[config.mk]
export PLATFORM = sky130hd
export DESIGN_NAME = cc_ctx_unit
export DESIGN_NICKNAME = d
export VERILOG_FILES = /design/src/rtl/cc_pkg.sv /design/src/rtl/cc_lifo.sv /design/src/rtl/cc_ctx_unit.sv
export SDC_FILE = /design/constraint.sdc
export NUM_CORES = 1
export LEC_CHECK = 0
export BUFFER_PORTS_ARGS = -buffer_cell sky130_fd_sc_hd__buf_2
export CORE_MARGIN = 1.5
export CORE_UTILIZATION = 38
export CTS_BUF_LIST = sky130_fd_sc_hd__clkbuf_2
export DETAILED_ROUTE_END_ITERATION = 6
export PLACE_DENSITY = 0.63
export SYNTH_ARGS = -nofsm -noshare
export SYNTH_HDL_FRONTEND = slang
export SYNTH_SLANG_ARGS = --single-unit
[constraint.sdc]
create_clock -name Clk -period 2.1 [get_ports Clk]
set_input_delay 0.42 -clock Clk [delete_from_list [all_inputs] [get_ports Clk]]
set_output_delay 0.42 -clock Clk [all_outputs]
set_load 0.01 [all_outputs]
[src/rtl/cc_pkg.sv]
// Shared types and helpers for the condition-code context unit.
//   nzp_t   : {N,Z,P} flag triple
//   NZP_*   : canonical flag encodings
//   nzp_of  : flag computation from the zero and sign properties of a bus value
package cc_pkg;

    typedef logic [2:0] nzp_t;

    localparam nzp_t NZP_N    = 3'b100;
    localparam nzp_t NZP_Z    = 3'b010;
    localparam nzp_t NZP_P    = 3'b001;
    localparam nzp_t NZP_NONE = 3'b000;

    // The caller reduces its value of any width to (is_zero, sign). This keeps
    // the function independent of the datapath width. The result is always one-hot.
    function automatic nzp_t nzp_of(input logic is_zero, input logic sign);
        if (is_zero) begin
            return NZP_Z;
        end else if (sign) begin
            return NZP_N;
        end else begin
            return NZP_P;
        end
    endfunction

endpackage

[src/rtl/cc_lifo.sv]
// LIFO of saved condition codes.
//   Clk, Reset : clock, synchronous active-high reset (clears depth only)
//   push, pop  : stack strobes; both together is an error and does nothing
//   push_data  : value saved on a valid push
//   top        : most recent entry (NZP_NONE when empty)
//   depth      : number of valid entries, saturates at DEPTH
//   full/empty : decodes of depth
//   err        : single-cycle pulse on overflow, underflow or push+pop conflict
module cc_lifo
    import cc_pkg::*;
#(
    parameter int unsigned DEPTH = 4
) (
    input  logic                         Clk,
    input  logic                         Reset,
    input  logic                         push,
    input  logic                         pop,
    input  nzp_t                         push_data,
    output nzp_t                         top,
    output logic [$clog2(DEPTH+1)-1:0]   depth,
    output logic                         full,
    output logic                         empty,
    output logic                         err
);

    localparam int unsigned DW = $clog2(DEPTH + 1);
    localparam int unsigned AW = (DEPTH > 1) ? $clog2(DEPTH) : 1;

    nzp_t          mem_q [DEPTH];
    logic [DW-1:0] depth_q;
    logic          do_push;
    logic          do_pop;
    logic [AW-1:0] wr_idx;
    logic [AW-1:0] rd_idx;

    assign full    = (depth_q == DW'(DEPTH));
    assign empty   = (depth_q == '0);
    assign do_push = push & ~pop & ~full;
    assign do_pop  = pop & ~push & ~empty;
    assign err     = (push & pop) | (push & full) | (pop & empty);

    assign wr_idx  = AW'(depth_q);
    assign rd_idx  = AW'(depth_q - DW'(1));
    assign top     = empty ? NZP_NONE : mem_q[rd_idx];
    assign depth   = depth_q;

    always_ff @(posedge Clk) begin
        if (Reset) begin
            depth_q <= '0;
        end else if (do_push) begin
            depth_q <= depth_q + DW'(1);
        end else if (do_pop) begin
            depth_q <= depth_q - DW'(1);
        end
    end

    // Contents are don't-care after reset, so storage carries no reset.
    always_ff @(posedge Clk) begin
        if (!Reset && do_push) begin
            mem_q[wr_idx] <= push_data;
        end
    end

endmodule

[src/rtl/cc_ctx_unit.sv]
// Condition-code and branch-enable unit with a saved-context LIFO.
//   Clk, Reset      : clock, synchronous active-high reset (highest priority)
//   LD_CC, Bus_Val  : load flags computed from the bus value
//   LD_PSR_CC       : load PSR_NZP verbatim (no one-hot check)
//   IR_NZP, LD_BEN  : register BEN = |(IR_NZP & NZP) using pre-edge flags
//   CC_Push/CC_Pop  : save/restore NZP (interrupt entry / RTI)
//   Err_Clr         : clear sticky Stack_Err (a same-cycle error wins)
//   NZP, BEN_Val    : current flags and registered branch enable
//   Depth, Stack_Full, Stack_Empty, Stack_Err : LIFO status
module cc_ctx_unit
    import cc_pkg::*;
#(
    parameter int unsigned DATA_W = 16,
    parameter int unsigned DEPTH  = 4
) (
    input  logic                         Clk,
    input  logic                         Reset,
    input  logic                         LD_CC,
    input  logic                         LD_PSR_CC,
    input  logic [2:0]                   PSR_NZP,
    input  logic [DATA_W-1:0]            Bus_Val,
    input  logic [2:0]                   IR_NZP,
    input  logic                         LD_BEN,
    input  logic                         CC_Push,
    input  logic                         CC_Pop,
    input  logic                         Err_Clr,
    output logic [2:0]                   NZP,
    output logic                         BEN_Val,
    output logic [$clog2(DEPTH+1)-1:0]   Depth,
    output logic                         Stack_Full,
    output logic                         Stack_Empty,
    output logic                         Stack_Err
);

    nzp_t nzp_q;
    logic ben_q;
    logic err_q;
    nzp_t bus_flags;
    nzp_t lifo_top;
    logic lifo_err;
    logic pop_ok;

    assign bus_flags = nzp_of(~|Bus_Val, Bus_Val[DATA_W-1]);

    cc_lifo #(
        .DEPTH(DEPTH)
    ) u_lifo (
        .Clk       (Clk),
        .Reset     (Reset),
        .push      (CC_Push),
        .pop       (CC_Pop),
        .push_data (nzp_q),
        .top       (lifo_top),
        .depth     (Depth),
        .full      (Stack_Full),
        .empty     (Stack_Empty),
        .err       (lifo_err)
    );

    // A restore only takes effect when the LIFO actually pops.
    assign pop_ok = CC_Pop & ~CC_Push & ~Stack_Empty;

    always_ff @(posedge Clk) begin
        if (Reset) begin
            nzp_q <= NZP_NONE;
            ben_q <= 1'b0;
            err_q <= 1'b0;
        end else begin
            if (pop_ok) begin
                nzp_q <= lifo_top;
            end else if (LD_PSR_CC) begin
                nzp_q <= PSR_NZP;
            end else if (LD_CC) begin
                nzp_q <= bus_flags;
            end

            if (LD_BEN) begin
                ben_q <= |(IR_NZP & nzp_q);
            end

            if (lifo_err) begin
                err_q <= 1'b1;
            end else if (Err_Clr) begin
                err_q <= 1'b0;
            end
        end
    end

    assign NZP       = nzp_q;
    assign BEN_Val   = ben_q;
    assign Stack_Err = err_q;

endmodule

Yosys cells after proc, flatten, opt, wreduce, memory -nomap -nowiden

Memory sizes are Yosys's and may differ from the RTL's.
Cells that the tools add are included.

Add/sub/neg operators: 2
Equal/unequal tests: 1
Mux-type cells: 12
Bitwise gates (word level): 14
Reduce and logical (&&, ||, !) cells: 8

Operator list:

| operator              | count |
|---|---|
| $mux W3               | 8 |
| $reduce_or A16 Y1     | 1 |
| $and A1 B1 Y1         | 7 |
| $mux W1               | 4 |
| $not A1 Y1            | 4 |
| $reduce_bool A2 Y1    | 2 |
| $add A3 B1 Y3 const B | 1 |
| $and A3 B3 Y3         | 1 |
| $eq A3 B3 Y1 const B  | 1 |
| $logic_not A3 Y1      | 1 |
| $reduce_bool A3 Y1    | 1 |
| $reduce_or A3 Y1      | 1 |
| $sub A3 B1 Y3 const B | 1 |
| $or A1 B1 Y1          | 2 |
| $logic_and A1 B1 Y1   | 1 |
| $logic_not A1 Y1      | 1 |

Bits in registers: 8
Bits in writable memories: 12
Input bits: 30
Output and inout bits: 10
Logic and storage cells: 42
Memories: 1

Memory list:

| memory       | words | bits a word | read ports | clocked after memory_dff | write ports | RTL line      | text |
|---|---|---|---|---|---|---|---|
| u_lifo.mem_q | 4     | 3           | 1          | 0                        | 1           | cc_lifo.sv:29 | `nzp_t mem_q [DEPTH];` |

Longest topological paths before layout

Gate-level depths: netlist (run 1).

Word-level depth: 6
Mapped depth: 7
Mapped depth without buffers: 6

Cells and area by module

A second synthesis (run 1) with hierarchy kept.

Cells, all modules: 97
Area total of the unflattened synthesis: 1098.6 µm²

Modules (own cells, without submodules):

| module      | instances | cells each | area an instance (µm²) | seq. area each (µm²) |
|---|---|---|---|---|
| cc_lifo     | 1         | 60         | 798.3                  | 420.4 |
| cc_ctx_unit | 1         | 37         | 300.3                  | 100.1 |

Worst setup path before layout (run 1)

OpenSTA, ideal clock, no wires.

Path kind: flip-flop to flip-flop
Start: register u_lifo.depth_q[0], in the netlist u_lifo.depth[0]
End: memory u_lifo.mem_q[0][0] in the netlist's numbering, enable pin
Setup time: 0.303 ns
Arrival: 1.420 ns
Required time: 1.797 ns
Setup slack: 0.376 ns
Stages on the path, launching flop included: 7
Path buffers: 0
Clock period less this slack: 1.724 ns
Cell sequence: dfxtp_1 > inv_1 > ha_1 > nand2_1 > nand2_1 > nor2_1 > and2_1

Longest elaborated chain between the ends: 6

Ends and longest elaborated chain:

| item                          | RTL line      | text |
|---|---|---|
| from (decl)                   | cc_lifo.sv:30 | `logic [DW-1:0] depth_q;` |
| from (signal assigned)        | cc_lifo.sv:51 | `depth_q <= depth_q + DW'(1);` |
| from (signal assigned)        | cc_lifo.sv:53 | `depth_q <= depth_q - DW'(1);` |
| $eq A3 B3 Y1                  | cc_lifo.sv:36 | `assign full = (depth_q == DW'(DEPTH));` |
| $not A1 Y1                    | cc_lifo.sv:38 | `assign do_push = push & ~pop & ~full;` |
| $and A1 B1 Y1                 | cc_lifo.sv:38 |  |
| $logic_and A1 B1 Y1           | cc_lifo.sv:59 | `if (!Reset && do_push) begin` |
| $mux W1                       | cc_lifo.sv:59 |  |
| $mux W1 (not written as such) | cc_lifo.sv:60 | `mem_q[wr_idx] <= push_data;` |
| to (decl)                     | cc_lifo.sv:29 |  |

Several ways; a longest one is shown, not always the timed one.

Worst setup path in the final report (run 1)

Start: register u_lifo.depth_q[1], in the netlist u_lifo.depth[1]
End: output port Stack_Full

Longest elaborated chain between the ends: 1

Ends and longest elaborated chain:

| item         | RTL line          | text |
|---|---|---|
| $eq A3 B3 Y1 | cc_lifo.sv:36     |  |
| to (decl)    | cc_ctx_unit.sv:30 | `output logic Stack_Full,` |

Every way passes these cells.

==> results of run 1 <==
## through the flow
stage            util  total power [W]  instance area [um^2]
6_report       0.5161        0.0009299                  1325
3_5_place_dp   0.4985        0.0006693                  1280
2_1_floorplan       -        0.0005910                  1062
4_1_cts        0.5161        0.0009428                  1325
3_3_place_gp   0.4985        0.0006662                  1280
5_1_grt        0.5161        0.0009815                  1325
## cell families (layout without fill, tap and decap cells)
| family | count (synthesis) | after routing | synth area share |
|---|---|---|---|
| AOI/OAI and AO/OA | 13 | 13 | 0.1072 |
| adders and majority gates | 5 | 5 | 0.05889 |
| buffers and inverters | 8 | 50 | 0.04240 |
| DFF | 20 | 20 | 0.4900 |
| muxes | 6 | 6 | 0.09659 |
| and+or+nand+nor | 37 | 37 | 0.2049 |
## registers in the layout, indices dropped and copies added (netlist names)
register,count
BEN_Val,1
NZP,3
u_lifo.depth,3
u_lifo.mem_q,12
Stack_Err,1
## cells in the final DEF (no fill, tap or decap), drive strengths merged, types with 2 or more instances in the layout
cell / n
edfxtp: 12
mux4: 3
nor3: 2
nor4: 6
a222oi: 2
mux2i: 2
clkbuf: 3
and2: 6
nand3: 3
nand2b: 4
buf: 40
inv: 6
nor2: 6
dfxtp: 8
o21ai: 2
ha: 5
nand2: 6
a21oi: 3
## final cells by class
type | count | area [um^2] | share of cell area
timing repair buffer | 40 | 202.7 | 0.1530
clock buffer | 3 | 15.01 | 0.01133
tap | 30 | 37.54 | 0.02833
sequential | 20 | 520.5 | 0.3928
clock inverter | 1 | 30.03 | 0.02266
inverter | 6 | 22.52 | 0.01700
multi-input combinational | 61 | 496.7 | 0.3749
## routing by layer
metal | share of wire | vias up
met5 | 0 | -
met4 | 0 | 0
met3 | 0.055 | 0
met2 | 0.54 | 22
met1 | 0.41 | 392
li1 | - | 421
## path summary, 6_finish.rpt
check	start	endpoint	slack (ps)	cells past startpoint
worst min register to register	Stack_Err$_SDFFE_PP0P_	Stack_Err$_SDFFE_PP0P_	520	2
worst max-delay path	u_lifo.depth[1]$_SDFFE_PP0P_	Stack_Full	280	5
worst max register to register	u_lifo.depth[1]$_SDFFE_PP0P_	u_lifo.mem_q[2][2]$_DFFE_PP_	430	6
worst min-delay path	LD_BEN	BEN_Val$_SDFFE_PP0P_	300	2
## power by group through the flow
| stage | logic (W) | registers [W] | clock network (W) |
|---|---|---|---|
| 2_1_floorplan | 0.000117 | 0.000474 | 0 |
| 3_3_place_gp | 0.000197 | 0.000469 | 0 |
| 3_5_place_dp | 0.000199 | 0.000470 | 0 |
| 4_1_cts | 0.000199 | 0.000461 | 0.000282 |
| 5_1_grt | 0.000218 | 0.000464 | 0.000299 |
| 6_report | 0.000197 | 0.000460 | 0.000273 |
==> metrics.md, run 1 <==
| Metric | Value |
|---|---|
| Status | `finished clean` |
| Cell count after synthesis | `89` |
| Synthesized flop and latch total | `20` |
| Area Overhead vs Synth | `24.73%` |
| Gpl congestion | `0.7325` |
| Total wire length | `2115 um` |
| GR Util All Layers | `0.1443` |
| Clock root cell | `clkbuf_2` |
| Final setup violation count | `0` |
| Worst slew pin tran | `327.1 ps` |
| Clock Power Share | `0.293` |
| Met2 Usage GRT | `0.2721` |
| Cell mode on critical path | `inv_1` |
| Antenna violations before repair | `0` |
| Vias in the first global route | `856` |
| Share of cells above drive strength 1 | `0.3969` |
| Area share of the largest cell type after synthesis | `0.3392` |
| Worst-case vdd ir drop | `0.3839 mV` |
| Post-CTS Setup Bufs | `0` |
| Comb pwr share | `0.212` |
| Slowest stage cell, crit path | `dfxtp_1` |
| CTS tree | `done` |
| Cts repair resizes | `0` |
| Worst EP required | `around 1700 ps` |
| CP max stage delay | `420 ps` |
| RSZ-0062 raised after global routing | `no` |
| Ant diodes | `0` |
| Placed insts | `157` |
| Hold WC Path Type | `in -> reg` |
| Post-Syn Nets | `124` |
| Via-per-instance ratio | `between 5 and 6` |
| Most common cell in the netlist | `edfxtp_1` |
| Final Non-Filler Cells | `161` |
| M1 GR Usage | `0.1716` |
| Max Fanout on Critical Path | `4` |
| Port bufs | `39` |
| Hpwl dp | `1735 um` |
| Crit-path cells | `inv_1 > ha_1 > nand2_1 > inv_1 > buf_2` |
| Worst relative slew slack | `0.7803` |
| Die Area | `3121 um^2` |
| Final-stage net count | `167` |
| Vias | `835` |
| Routed len/inst | `13.14 um` |
| Ys flop type | `edfxtp_1` |
| Max-cap violations | `0` |
| Setup ws final | `279.8 ps` |
| CTS buffer count | `3` |
| Switching share of power | `0.2426` |
| Worst path bufs/invs | `3` |
| CP arrival | `1400 ps` |
| Crit start category | `flip-flop` |
| Part of the power in registers | `0.495` |
| Leakage | `around 0.57 nW` |
| First-pass GRT wire length | `~3600 um` |
| Clock Skews | `11.56 ps` |
| Clock Latency Late Sink | `approximately 300 ps` |
| Die Y | `55.87 um` |
| Max clock buf depth | `2` |
| Crit path kind | `reg -> out` |
| First DRT Iteration DRCs | `20` |
| Fmax | `0.5494 GHz` |
| Number of flops mapped to enable cells by yosys | `12` |
| Core Box Area | `2567 um^2` |
| Commonest cells in the synthesized netlist | `edfxtp_1, dfxtp_1` |
| Syn Std Cell Area | `1062 um^2` |
| Num rows | `18` |
| Hold Vio Cnt, Final | `0` |
| Worst path top cell family by delay | `flip-flops` |
| Initial core utilization | `0.4137` |
| Switching power | `around 0.00023 W` |
| Fillers | `243` |
| Largest net degree at the start of global routing | `13` |
| Crit. End Element | `primary output` |
| Largest area contributor in the netlist | `edfxtp_1` |
| Mean Syn Cell Area | `11.94 um^2` |
| Fraction of registers with async set/reset | `0` |
| IO Pins | `40` |
| Met3 GRT Util | `0.02326` |
| Syn. warnings | `0` |
| Chip width | `55.87 um` |
| Clock sink count | `20` |
| Grt total ovfl | `0` |
| DRT Pass-1 Iters | `4` |
| Min Hold Slack | `300.5 ps` |
| Pre-CTS setup slack | `442.9 ps` |
| Seq/Total Area, Yosys | `0.4900` |
| Max Slew Vio Count | `0` |
| Clk slew on worst S/H paths | `roughly 180 ps` |
| Final setup TNS | `0 ps` |
| Htree depth | `1` |
| Residual DRC | `0` |
| Period utilisation layout | `0.8668` |
| Top post-synthesis cells by area | `edfxtp_1, dfxtp_1, ha_1` |
| Power Internal | `just over 0.0007 W` |
| Routed Antenna Nets | `0` |
| Post-layout minimum cycle time | `1820 ps` |
| PwrDens | `701.8 nW/um^2` |
| Hold_buf cts | `0` |
| GR peak layer | `met2` |
| Synth unique cells | `31` |
Power figures use the tool's default switching activity.
==> run 2: changes to the inputs <==
- PLACE_DENSITY: 0.63 -> not set
- REMOVE_ABC_BUFFERS: not set -> 1
- SLEW_MARGIN: not set -> 20
==> run 2 against run 1 <==
  * Critical path depth unchanged
  * Register-to-register slack worse by 20 ps
  * Largest power group unchanged
  * First-iteration DRC count up 5.0%
  * Cell count unchanged
  * Highest routed layer unchanged
==> metrics.md, run 2 (synthesis gave the netlist of run 1 again) <==
| Metric | Value |
|---|---|
| Status | `finished clean` |
| Die Area | `3121 um^2 (unchanged)` |
| Clock Skews | `13.97 ps (+2.416 ps)` |
| Die Y | `55.87 um (unchanged)` |
| Period utilisation layout | `0.8901 (+0.02335)` |
| Routed len/inst | `13.96 um (+6.2%)` |
| RSZ-0062 raised after global routing | `no` |
| Worst slew pin tran | `332.4 ps (+5.315 ps)` |
| WP depth | `5 (unchanged)` |
| Worst path top cell family by delay | `flip-flops` |
| Final-stage net count | `167 (unchanged)` |
| Vias | `810 (-3.0%)` |
| Slowest stage cell, crit path | `dfxtp_1` |
| Max clock buf depth | `2 (unchanged)` |
| Max-cap violations | `0 (unchanged)` |
| Hold WC Path Type | `in -> reg` |
| Hpwl dp | `1779 um (+2.5%)` |
| Commonest non-fill, non-tap cell in the layout | `buf_2` |
| Grt total ovfl | `0 (unchanged)` |
| Port bufs | `39 (unchanged)` |
| Pre-CTS setup slack | `426.2 ps (-16.66 ps)` |
| Worst relative slew slack | `0.7767 (-0.003570)` |
| Clock Latency Late Sink | `330 ps (+30 ps)` |
| Hold Vio Cnt, Final | `0 (unchanged)` |
| Share of cells above drive strength 1 | `0.3969 (unchanged)` |
| Post-CTS Setup Bufs | `0 (unchanged)` |
| Clock sink count | `20 (unchanged)` |
| Antenna violations before repair | `0 (unchanged)` |
| Final Instance Area | `1325 um^2 (unchanged)` |
| Biggest register | `u_lifo.mem_q` |
| GR Util All Layers | `0.1552 (+0.01090)` |
| Gpl congestion | `0.7047 (-3.8%)` |
| Setup ws final | `230.7 ps (-49.03 ps)` |
| CTS tree | `done` |
| PwrDens | `715.3 nW/um^2 (+1.9%)` |
| First DRT Iteration DRCs | `21 (+5.0%)` |
| Vias in the first global route | `807 (-5.7%)` |
| Via-per-instance ratio | `5.031 (-3.0%)` |
| WHS Path Cells | `2 (unchanged)` |
| Largest net degree at the start of global routing | `13 (unchanged)` |
| Chip width | `55.87 um (unchanged)` |
| Htree depth | `1 (unchanged)` |
| IO Pins | `40 (unchanged)` |
| Fillers | `240 (-1.2%)` |
| CP arrival | `1450 ps (+50 ps)` |
| Placed Instance Area | `1280 um^2 (unchanged)` |
| Hold_buf cts | `0 (unchanged)` |
| Ant diodes | `0 (unchanged)` |
| Routed Antenna Nets | `0 (unchanged)` |
| Clk slew on worst S/H paths | `210 ps (+30 ps)` |
| Core Box Area | `2567 um^2 (unchanged)` |
| Final setup TNS | `0 ps (unchanged)` |
| Final setup violation count | `0 (unchanged)` |
| Area Overhead vs Synth | `24.73% (unchanged)` |
| Worst Reg-to-Reg Cells | `6 (unchanged)` |
| Min Hold Slack | `263.2 ps (-37.34 ps)` |
| Max Slew Vio Count | `0 (unchanged)` |
| Fmax | `0.5350 GHz (-2.6%)` |
| Crit-path cells | `inv_1 > ha_1 > nand2_1 > inv_1 > buf_2` |
| Worst EP required | `1680 ps (about the same)` |
| Most frequent cells in the layout | `buf_2, edfxtp_1, dfxtp_1` |
| Worst path bufs/invs | `3 (unchanged)` |
| Crit. End Element | `primary output` |
| CP max stage delay | `430 ps (about the same)` |
| Tot Pwr | `0.0009478 W (+1.9%)` |
| First-pass GRT wire length | `3726 um (+3.8%)` |
| Clock root cell | `clkbuf_2` |
| Cts repair resizes | `0 (unchanged)` |
| DRT Pass-1 Iters | `4 (unchanged)` |
| Largest register FFs | `12 (unchanged)` |
| Leakage | `0.5681 nW (unchanged)` |
| Post-layout minimum cycle time | `1869 ps (+49.03 ps)` |
| Num rows | `18 (unchanged)` |
| Cell mode on critical path | `inv_1` |
| Residual DRC | `0 (unchanged)` |
| Total wire length | `2247 um (+6.2%)` |
| Crit start category | `flip-flop` |
| Worst-case vdd ir drop | `0.5787 mV (+51%)` |
| Max Fanout on Critical Path | `4 (unchanged)` |
| Initial core utilization | `0.4137 (unchanged)` |
| CTS buffer count | `3 (unchanged)` |
| Crit path kind | `reg -> out` |
-- run 2: cell counts in the layout (fill, tap and decap cells not counted) --
Identical to the previous run, type by type.
-- run 2: metal layers --
layer	vias up	GRT usage	share of wire
met1	370	0.1896	0.44
li1	420	-	-
met3	0	0.04419	0.042
met4	0	0.02041	0
met5	-	0	0
met2	20	0.2789	0.51
-- run 2: worst reg2reg max path: stages, from the launching register on --
cell and delay [ps]:
dfxtp_1 430, inv_1 100, ha_1 260, nand2_1 150, nand2_1 80, nor2_1 160, and2_1 220
-- run 2: final timing paths --
| check | start | to | slack (ps) |
|---|---|---|---|
| worst min-delay path | LD_BEN | BEN_Val$_SDFFE_PP0P_ | 260 |
| worst min register to register | BEN_Val$_SDFFE_PP0P_ | BEN_Val$_SDFFE_PP0P_ | 510 |
| worst max register to register | u_lifo.depth[1]$_SDFFE_PP0P_ | u_lifo.mem_q[2][2]$_DFFE_PP_ | 410 |
| worst max-delay path | u_lifo.depth[1]$_SDFFE_PP0P_ | Stack_Full | 230 |
-- run 2: stage by stage --
stage | instances | util
2_1_floorplan | 87 | -
3_3_place_gp | 157 | 0.4985
3_5_place_dp | 157 | 0.4985
4_1_cts | 161 | 0.5161
5_1_grt | 161 | 0.5161
6_report | 161 | 0.5161
-- run 2: power by group --
group	internal, W	switching, W	total, W
Clock	0.000164	0.000125	0.000289
Sequential	0.000439	0.0000214	0.000461
Combinational	0.000100	0.0000977	0.000198
Total	0.000704	0.000244	0.000948
-- run 2: final cells by class --
type / count / area, um^2 / area share
sequential: 20 / 520.5 / 0.3928
multi-input combinational: 61 / 496.7 / 0.3749
timing repair buffer: 40 / 202.7 / 0.1530
tap: 30 / 37.54 / 0.02833
clock inverter: 1 / 30.03 / 0.02266
inverter: 6 / 22.52 / 0.01700
clock buffer: 3 / 15.01 / 0.01133
